File: src/rtl/riscv_pkg.sv
// Shared RISC-V pipeline definitions: datapath widths, ALU opcodes and the
// operand forward-select encoding used by the EX operand stage.
package riscv_pkg;

    localparam int XLEN = 32;
    localparam int RA_W = 5;

    typedef enum logic [3:0] {
        ALU_ADD  = 4'b0000,
        ALU_SUB  = 4'b0001,
        ALU_SLL  = 4'b0010,
        ALU_SLT  = 4'b0011,
        ALU_SLTU = 4'b0100,
        ALU_XOR  = 4'b0101,
        ALU_SRA  = 4'b0110,
        ALU_SRL  = 4'b0111,
        ALU_OR   = 4'b1000,
        ALU_AND  = 4'b1001,
        ALU_BEQ  = 4'b1010,
        ALU_BNE  = 4'b1011,
        ALU_BLT  = 4'b1100,
        ALU_BGE  = 4'b1101
    } alu_op_t;

    typedef enum logic [1:0] {
        FWD_NONE = 2'd0,
        FWD_MEM  = 2'd1,
        FWD_WB   = 2'd2,
        FWD_ZERO = 2'd3
    } fwd_sel_t;

endpackage

File: src/rtl/fwd_mux.sv
// Per-operand source select: x0 / MEM / WB / held data, plus the stall and
// WB-refresh match terms. Forwarding paths exist only with EX_OPERAND_FWD_EN.
module fwd_mux #(
    parameter int XLEN = riscv_pkg::XLEN,
    parameter int RA_W = riscv_pkg::RA_W
) (
    input  logic [RA_W-1:0] src_addr,
    input  logic [XLEN-1:0] held_data,
    input  logic            used,
    input  logic            mem_reg_wr,
    input  logic [RA_W-1:0] mem_rd,
    input  logic [XLEN-1:0] mem_result,
    input  logic            mem_is_load,
    input  logic            wb_reg_wr,
    input  logic [RA_W-1:0] wb_rd,
    input  logic [XLEN-1:0] wb_result,
    output logic [XLEN-1:0] fwd_data,
    output logic            stall,
    output logic            refresh
);
    import riscv_pkg::*;

    fwd_sel_t sel;
    logic     is_zero, mem_hit, wb_hit;

    assign is_zero = (src_addr == '0);
    assign mem_hit = mem_reg_wr && (mem_rd == src_addr) && !is_zero;
    assign wb_hit  = wb_reg_wr && (wb_rd == src_addr) && !is_zero;
    // A WB write to this source lands in the held copy on the next edge.
    assign refresh = wb_hit;

`ifdef EX_OPERAND_FWD_EN
    always_comb begin
        sel = FWD_NONE;
        if (is_zero)                      sel = FWD_ZERO;
        else if (mem_hit && !mem_is_load) sel = FWD_MEM;
        else if (wb_hit)                  sel = FWD_WB;
    end
    assign stall = used && mem_hit && mem_is_load;
`else
    logic unused_load;
    assign unused_load = mem_is_load;
    always_comb begin
        sel = is_zero ? FWD_ZERO : FWD_NONE;
    end
    // Without bypass paths, wait until every in-flight write has been refreshed.
    assign stall = used && (mem_hit || wb_hit);
`endif

    always_comb begin
        case (sel)
            FWD_ZERO: fwd_data = '0;
            FWD_MEM:  fwd_data = mem_result;
            FWD_WB:   fwd_data = wb_result;
            default:  fwd_data = held_data;
        endcase
    end

endmodule

File: src/rtl/ex_operand_stage.sv
// ID/EX register and ALU operand select with RAW hazard handling.
// Define EX_OPERAND_FWD_EN for MEM/WB forwarding; otherwise hazards stall.
module ex_operand_stage #(
    parameter int XLEN = riscv_pkg::XLEN,
    parameter int RA_W = riscv_pkg::RA_W
) (
    input  logic            clk,
    input  logic            rst_n,
    input  logic            id_valid,
    output logic            id_ready,
    input  logic [XLEN-1:0] id_pc,
    input  logic [RA_W-1:0] id_rs1_addr,
    input  logic [RA_W-1:0] id_rs2_addr,
    input  logic [XLEN-1:0] id_rs1_data,
    input  logic [XLEN-1:0] id_rs2_data,
    input  logic [XLEN-1:0] id_imm,
    input  logic [RA_W-1:0] id_rd,
    input  logic            id_reg_wr,
    input  logic [3:0]      id_alu_op,
    input  logic            id_src_a_pc,
    input  logic            id_src_b_imm,
    input  logic            flush,
    input  logic            mem_reg_wr,
    input  logic [RA_W-1:0] mem_rd,
    input  logic [XLEN-1:0] mem_result,
    input  logic            mem_is_load,
    input  logic            wb_reg_wr,
    input  logic [RA_W-1:0] wb_rd,
    input  logic [XLEN-1:0] wb_result,
    input  logic            ex_ready,
    output logic            ex_valid,
    output logic [XLEN-1:0] data_one,
    output logic [XLEN-1:0] data_two,
    output logic [3:0]      alu_op,
    output logic [XLEN-1:0] ex_rs2_val,
    output logic [XLEN-1:0] ex_pc,
    output logic [RA_W-1:0] ex_rd,
    output logic            ex_reg_wr
);
    import riscv_pkg::*;

    logic            held_valid, reg_wr_q, src_a_pc_q, src_b_imm_q;
    logic [XLEN-1:0] pc_q, imm_q, rs1_data_q, rs2_data_q;
    logic [RA_W-1:0] rs1_addr_q, rs2_addr_q, rd_q;
    logic [3:0]      alu_op_q;
    logic [XLEN-1:0] fwd_rs1, fwd_rs2;
    logic            stall_rs1, stall_rs2, refresh_rs1, refresh_rs2;
    logic            hazard, capture;

    fwd_mux #(.XLEN(XLEN), .RA_W(RA_W)) u_fwd_rs1 (
        .src_addr(rs1_addr_q), .held_data(rs1_data_q), .used(!src_a_pc_q),
        .mem_reg_wr(mem_reg_wr), .mem_rd(mem_rd), .mem_result(mem_result),
        .mem_is_load(mem_is_load), .wb_reg_wr(wb_reg_wr), .wb_rd(wb_rd),
        .wb_result(wb_result), .fwd_data(fwd_rs1), .stall(stall_rs1),
        .refresh(refresh_rs1)
    );

    fwd_mux #(.XLEN(XLEN), .RA_W(RA_W)) u_fwd_rs2 (
        .src_addr(rs2_addr_q), .held_data(rs2_data_q), .used(!src_b_imm_q),
        .mem_reg_wr(mem_reg_wr), .mem_rd(mem_rd), .mem_result(mem_result),
        .mem_is_load(mem_is_load), .wb_reg_wr(wb_reg_wr), .wb_rd(wb_rd),
        .wb_result(wb_result), .fwd_data(fwd_rs2), .stall(stall_rs2),
        .refresh(refresh_rs2)
    );

    assign hazard   = stall_rs1 || stall_rs2;
    assign ex_valid = held_valid && !hazard;
    // flush frees the slot so the redirect target can enter on the same edge.
    assign id_ready = !held_valid || (ex_ready && !hazard) || flush;
    assign capture  = id_valid && id_ready;

    assign data_one   = src_a_pc_q  ? pc_q  : fwd_rs1;
    assign data_two   = src_b_imm_q ? imm_q : fwd_rs2;
    assign ex_rs2_val = fwd_rs2;
    assign alu_op     = alu_op_q;
    assign ex_pc      = pc_q;
    assign ex_rd      = rd_q;
    assign ex_reg_wr  = reg_wr_q;

    always_ff @(posedge clk or negedge rst_n) begin
        if (!rst_n) begin
            held_valid  <= 1'b0;
            pc_q        <= '0;
            rs1_addr_q  <= '0;
            rs2_addr_q  <= '0;
            rs1_data_q  <= '0;
            rs2_data_q  <= '0;
            imm_q       <= '0;
            rd_q        <= '0;
            reg_wr_q    <= 1'b0;
            alu_op_q    <= ALU_ADD;
            src_a_pc_q  <= 1'b0;
            src_b_imm_q <= 1'b0;
        end else if (capture) begin
            held_valid  <= 1'b1;
            pc_q        <= id_pc;
            rs1_addr_q  <= id_rs1_addr;
            rs2_addr_q  <= id_rs2_addr;
            rs1_data_q  <= id_rs1_data;
            rs2_data_q  <= id_rs2_data;
            imm_q       <= id_imm;
            rd_q        <= id_rd;
            reg_wr_q    <= id_reg_wr;
            alu_op_q    <= id_alu_op;
            src_a_pc_q  <= id_src_a_pc;
            src_b_imm_q <= id_src_b_imm;
        end else begin
            if (flush || (ex_valid && ex_ready)) held_valid <= 1'b0;
            if (flush)       reg_wr_q   <= 1'b0;
            if (refresh_rs1) rs1_data_q <= wb_result;
            if (refresh_rs2) rs2_data_q <= wb_result;
        end
    end

endmodule

File: config.mk
export PLATFORM = sky130hd
export DESIGN_NAME = ex_operand_stage
export DESIGN_NICKNAME = d
export VERILOG_FILES = /design/src/rtl/riscv_pkg.sv /design/src/rtl/fwd_mux.sv /design/src/rtl/ex_operand_stage.sv
export SDC_FILE = /design/constraint.sdc
export NUM_CORES = 1
export LEC_CHECK = 0
export CAP_MARGIN = 0
export CORE_UTILIZATION = 40
export CTS_CLUSTER_SIZE = 14
export DETAILED_ROUTE_END_ITERATION = 8
export PLACE_DENSITY_LB_ADDON = 0.2
export SLEW_MARGIN = 20
export SYNTH_ARGS = -nofsm -noshare
export SYNTH_HDL_FRONTEND = slang
export SYNTH_SLANG_ARGS = --single-unit
export TNS_END_PERCENT = 10
File: constraint.sdc
create_clock -name clk -period 3 [get_ports clk]
set_input_delay 0.6 -clock clk [delete_from_list [all_inputs] [get_ports clk]]
set_output_delay 0.6 -clock clk [all_outputs]
set_load 0.02 [all_outputs]
==> results of run 1 <==
[kinds of logic after synthesis]
logic type	count (synthesis)
simple gates	597
compound gates	400
buf+inv	191
mux	96
xor+xnor	20
flops	151
[report_power, final]
| part | switching (W) | internal (W) |
|---|---|---|
| clock | 0.00100 | 0.00117 |
| sequential | 0.000290 | 0.00236 |
| combinational | 0.00188 | 0.00163 |
[what timing repair did]
action | in CTS | in global routing
resized for setup | 120 | 21
pin swaps | 4 | 1
buffers inserted | 4 | 0
endpoints found under the setup margin | 66 | 50
[sequential cells by signal (all words and copies together), names as in the netlist]
name and flops:
held_valid 1, rs1_data_q 32, src_a_pc_q 1, alu_op 4, rs2_data_q 32, rs2_addr_q 5
imm_q 32, rs1_addr_q 5, ex_reg_wr 1, ex_rd 5, ex_pc 32, src_b_imm_q 1
[metrics by stage]
step | total power [W] | utilization (%) | hold slack, ns | instances | area, um2
after floorplan | 0.004616 | - | 0.3044 | 1455 | 12220
after global placement | 0.006250 | 54.25 | 0.5548 | 2062 | 16210
after detailed placement | 0.006310 | 54.25 | 0.5726 | 2062 | 16210
after CTS | 0.008364 | 56.10 | 0.1074 | 2097 | 16760
after global routing | 0.008734 | 55.97 | 0.1295 | 2099 | 16720
final | 0.008332 | 55.98 | 0.08699 | 2101 | 16720
[synth_stat cells (2+ instances only)]
cell	number
xnor2_1	12
nor4_1	2
a311oi_1	86
o41ai_1	64
nor3_1	67
xor2_1	8
nor3_2	2
o21ai_0	32
o211ai_1	83
o311ai_1	2
mux2_2	79
buf_4	4
nand3b_1	64
clkbuf_1	141
nor2b_1	85
nor3b_1	84
nor2_1	6
buf_2	32
and3_1	2
buf_1	13
and2_1	34
a211oi_1	64
dfrtp_1	151
nand3_1	4
a21oi_1	64
nand2_1	152
nand2b_1	3
mux2_1	17
nand4_1	88
[worst paths after layout]
kind | endpoint | depth (start not counted) | from | slack, ns
setup / recovery | data_one[20] | 6 | rs1_addr_q[1] | -0.04
hold / removal | alu_op[3] | 1 | rst_n | 0.09
setup reg to reg | ex_pc[28] | 7 | rs1_addr_q[1] | 0.31
hold reg to reg | imm_q[24] | 2 | imm_q[24] | 0.58
max in group asynchronous | rs1_addr_q[4] | 2 | rst_n | 2.10
min in group clk | imm_q[24] | 2 | imm_q[24] | 0.58
[worst reg2reg max path: stages, from the launching register on]
cell	delay, ns
dfrtp_1	0.38
or4_4	0.56
nor2_4	0.11
a211o_4	0.14
buf_6	0.60
buf_4	0.49
nand4_1	0.17
o211ai_1	0.15
[final cells by class]
type                       count  area [um2]  area share (%)
clock inverter                12       118.9          0.7107
sequential                   151        3784           22.62
antenna                        4       10.01         0.05985
timing repair buffer         411        4125           24.67
multi-input combinational   1113        7752           46.35
clock buffer                  19       442.9           2.648
tap                          390       488.0           2.918
inverter                       1       3.754         0.02244
[routing by layer]
metal / global-route usage, % / wire length (um)
met5: 0 / 35
met1: 40.79 / 20030
met2: 47.09 / 22280
met3: 4.983 / 3886
met4: 12.75 / 1672
==> out/results.md, run 1 <==
| Step | Item | Reported |
|---|---|---|
| sta | Setup repair after global routing missed its margin | yes |
| sta | Final Max Slew Viols | 0 |
| global routing | Sum of overflow across all layers after global routing | 0 |
| clock network | Number of clock sinks seen by CTS | 151 |
| placed design | Post-Place Setup Slack | -0.4033 ns |
| power | PD cells | 498.2 nW/um2 |
| drt | Number of optimization iterations in the first detailed-route pass | 6 |
| outcome | Result of the run | complete, but fails checks |
| clock network | CTS root buffer | clkbuf_16 |
| worst setup path | Worst Path Required | 2.40 ns |
| floorplanning | DIE HEIGHT | 176.8 um |
| cells and area | Area growth from synthesis to layout | 36.86% |
| clock network | Hold-fix buffers at CTS | 0 |
| logic synthesis | Adder and majority gate portion of the synthesized area | 0% |
| logic synthesis | Sequential fraction of the synthesis area | 30.92% |
| worst setup path | Chain of cells forming the critical path | or4_4 -> or2_2 -> buf_12 -> nand2_1 -> o21ai_0 -> clkdlybuf4s15_1 |
| sta | Final setup vio count | 12 |
| global routing | First-pass GRT wire length | 74,230 um |
| cells and area | Final Net Count | 1,927 |
| outcome | Violations in the final reports | setup timing |
| placed design | RD Place Congestion | 0.8688 |
| global routing | Vias in the first global route | 12,830 |
| min path | Min-delay worst type | input pin to asynchronous set/reset pin |
| sta | Achievable Freq | 329.0 MHz |
| drt | Via count | 13,430 |
| logic synthesis | Number of distinct library cells after synthesis | 39 |
| logic synthesis | Synthesis Warnings | 0 |
| worst setup path | Kind of start point of the critical path | flip-flop |
| logic synthesis | Synth Area in Compound Gates | 24.22% |
| logic synthesis | Number of synthesized flops with an enable pin | 0 |
| drt | Detailed Route WL | 47,900 um |
| logic synthesis | Basic-gate share of the synthesized area counting and, or, nand and nor cells | 28.26% |
| floorplanning | Placeable core region | 29,870 um2 |
| global routing | Overall fraction of global-route tracks in use | 30.07% |
| drt | DRT antenna net count | 0 |
| sta | Slew @ Worst Pin | 0.8719 ns |
| worst setup path | Worst Path Max Fanout | 32 |
| logic synthesis | Xor/xnor share of the synthesized area | 1.433% |
| sta | Min setup slack post-route | -0.03949 ns |
| floorplanning | Full die area | 31,250 um2 |
| run | Max Cap Violations | 0 |
| clock network | Clock tree from TritonCTS | built |
| drt | Drc violations | 0 |
| worst setup path | Dominant delay contributor by cell family on the critical path | simple AND/OR/NAND/NOR gates |
| drt | Drt via density | 6.394 |
| floorplanning | Horizontal die dimension | 176.8 um |
| worst setup path | CP arrival | 2.44 ns |
| logic synthesis | Async set-or-reset flop fraction in the synthesized netlist | 100.0% |
| clock network | CTS H-tree lvls | 4 |
| sta | Final hold violation count | 0 |
| sta | Tcrit/Tclk final | 101.3% |
| worst setup path | Kind of capture point of the worst setup path | primary output |
| worst setup path | CP peak stage delay | 0.56 ns |
| logic synthesis | Synthesized Nets | 1,687 |
| logic synthesis | Top-area cell type share of the netlist area | 30.92% |
| logic synthesis | Most instantiated flip-flop cell in the synthesis netlist | dfrtp_1 |
| worst setup path | Buf+Inv Stages, Crit Path | 2 |
| drt | Final routed wire length divided by cell count | 22.80 um |
| logic synthesis | Cells taking the most area after synthesis | dfrtp_1 31%, mux2_2 7.3%, a311oi_1 6.2%, nor3b_1 5.2%, o211ai_1 5.1% |
| logic synthesis | Gate Count Post-Synth | 1,455 |
| worst setup path | Start-to-end type of the worst setup path | flip-flop to primary output |
| logic synthesis | Mean post-synth cell area | 8.399 um2 |
| floorplanning | Boundary pin count | 372 |
| clock network | Clock latency on the worst-skew pair | 0.44 ns |
| cells and area | Commonest non-fill, non-tap cell in the layout | clkdlybuf4s50_1 |
| logic synthesis | Cell taking the most area after synthesis | dfrtp_1 |
| sta | Relative slew slack | 41.87% |
| cells and area | Commonest cells after routing, fill and taps aside | 268 x clkdlybuf4s50_1, 150 x nand2_1, 147 x dfrtp_1 |
| logic synthesis | #FFs+latches synth | 151 |
| logic synthesis | Main combinational cell family by area after synthesis | simple AND/OR/NAND/NOR gates |
| drt | DRC marker count from the first detailed-route iteration | 1,231 |
| global routing | Maximum number of pins on one net before global-route repair | 172 |
| cells and area | Fillcell total | 2,698 |
| clock network | Maximum number of buffers from clock root to sink | 2 |
| floorplanning | Starting density of the core | 40.91% |
| clock network | Number of buffers inserted during clock tree synthesis | 17 |
| clock network | Clock input transition at the sequential cells of the worst setup and hold paths | 0.07 ns |
| logic synthesis | Proportion of synthesized area in mux cells | 8.846% |
| power | Pleak | 5.853 nW |
| cells and area | Fraction of final layout cells sized beyond drive strength 1 | 12.95% |
| sta | Aggregate negative setup slack | -0.2193 ns |
| logic synthesis | Area of the mapped netlist | 12,220 um2 |
| global routing | Initial antenna violation count | 7 |
| sta | Setup clock skew after layout | 0.01514 ns |
| sta | Minimum clock period after layout | 3.039 ns |
| worst setup path | CP max-delay cell | or4_4 |
| placed design | DPL Wire Length | 30,410 um |
| power | Max rail drop VDD | 0.0003765 V |
| placed design | # port buffers | 338 |
| floorplanning | Total number of placement rows | 63 |
(Power assumes the default switching activity.)
==> run 2: changes to the inputs <==
--- a/config.mk
+++ b/config.mk
@@ -5,6 +5,7 @@
 export SDC_FILE = /design/constraint.sdc
 export NUM_CORES = 1
 export LEC_CHECK = 0
+export ABC_CLOCK_PERIOD_IN_PS = 3000
 export CAP_MARGIN = 0
 export CORE_UTILIZATION = 40
 export CTS_CLUSTER_SIZE = 14
==> results of run 2 <==
The final DEF is identical to that of run 1; final timing and power are the same.
==> run 3: changes to the inputs <==
--- a/config.mk
+++ b/config.mk
@@ -6,7 +6,7 @@
 export NUM_CORES = 1
 export LEC_CHECK = 0
 export ABC_CLOCK_PERIOD_IN_PS = 3000
-export CAP_MARGIN = 0
+export CAP_MARGIN = 20
 export CORE_UTILIZATION = 40
 export CTS_CLUSTER_SIZE = 14
 export DETAILED_ROUTE_END_ITERATION = 8
==> results of run 3 <==
The final DEF is identical to that of run 1; final timing and power are the same.
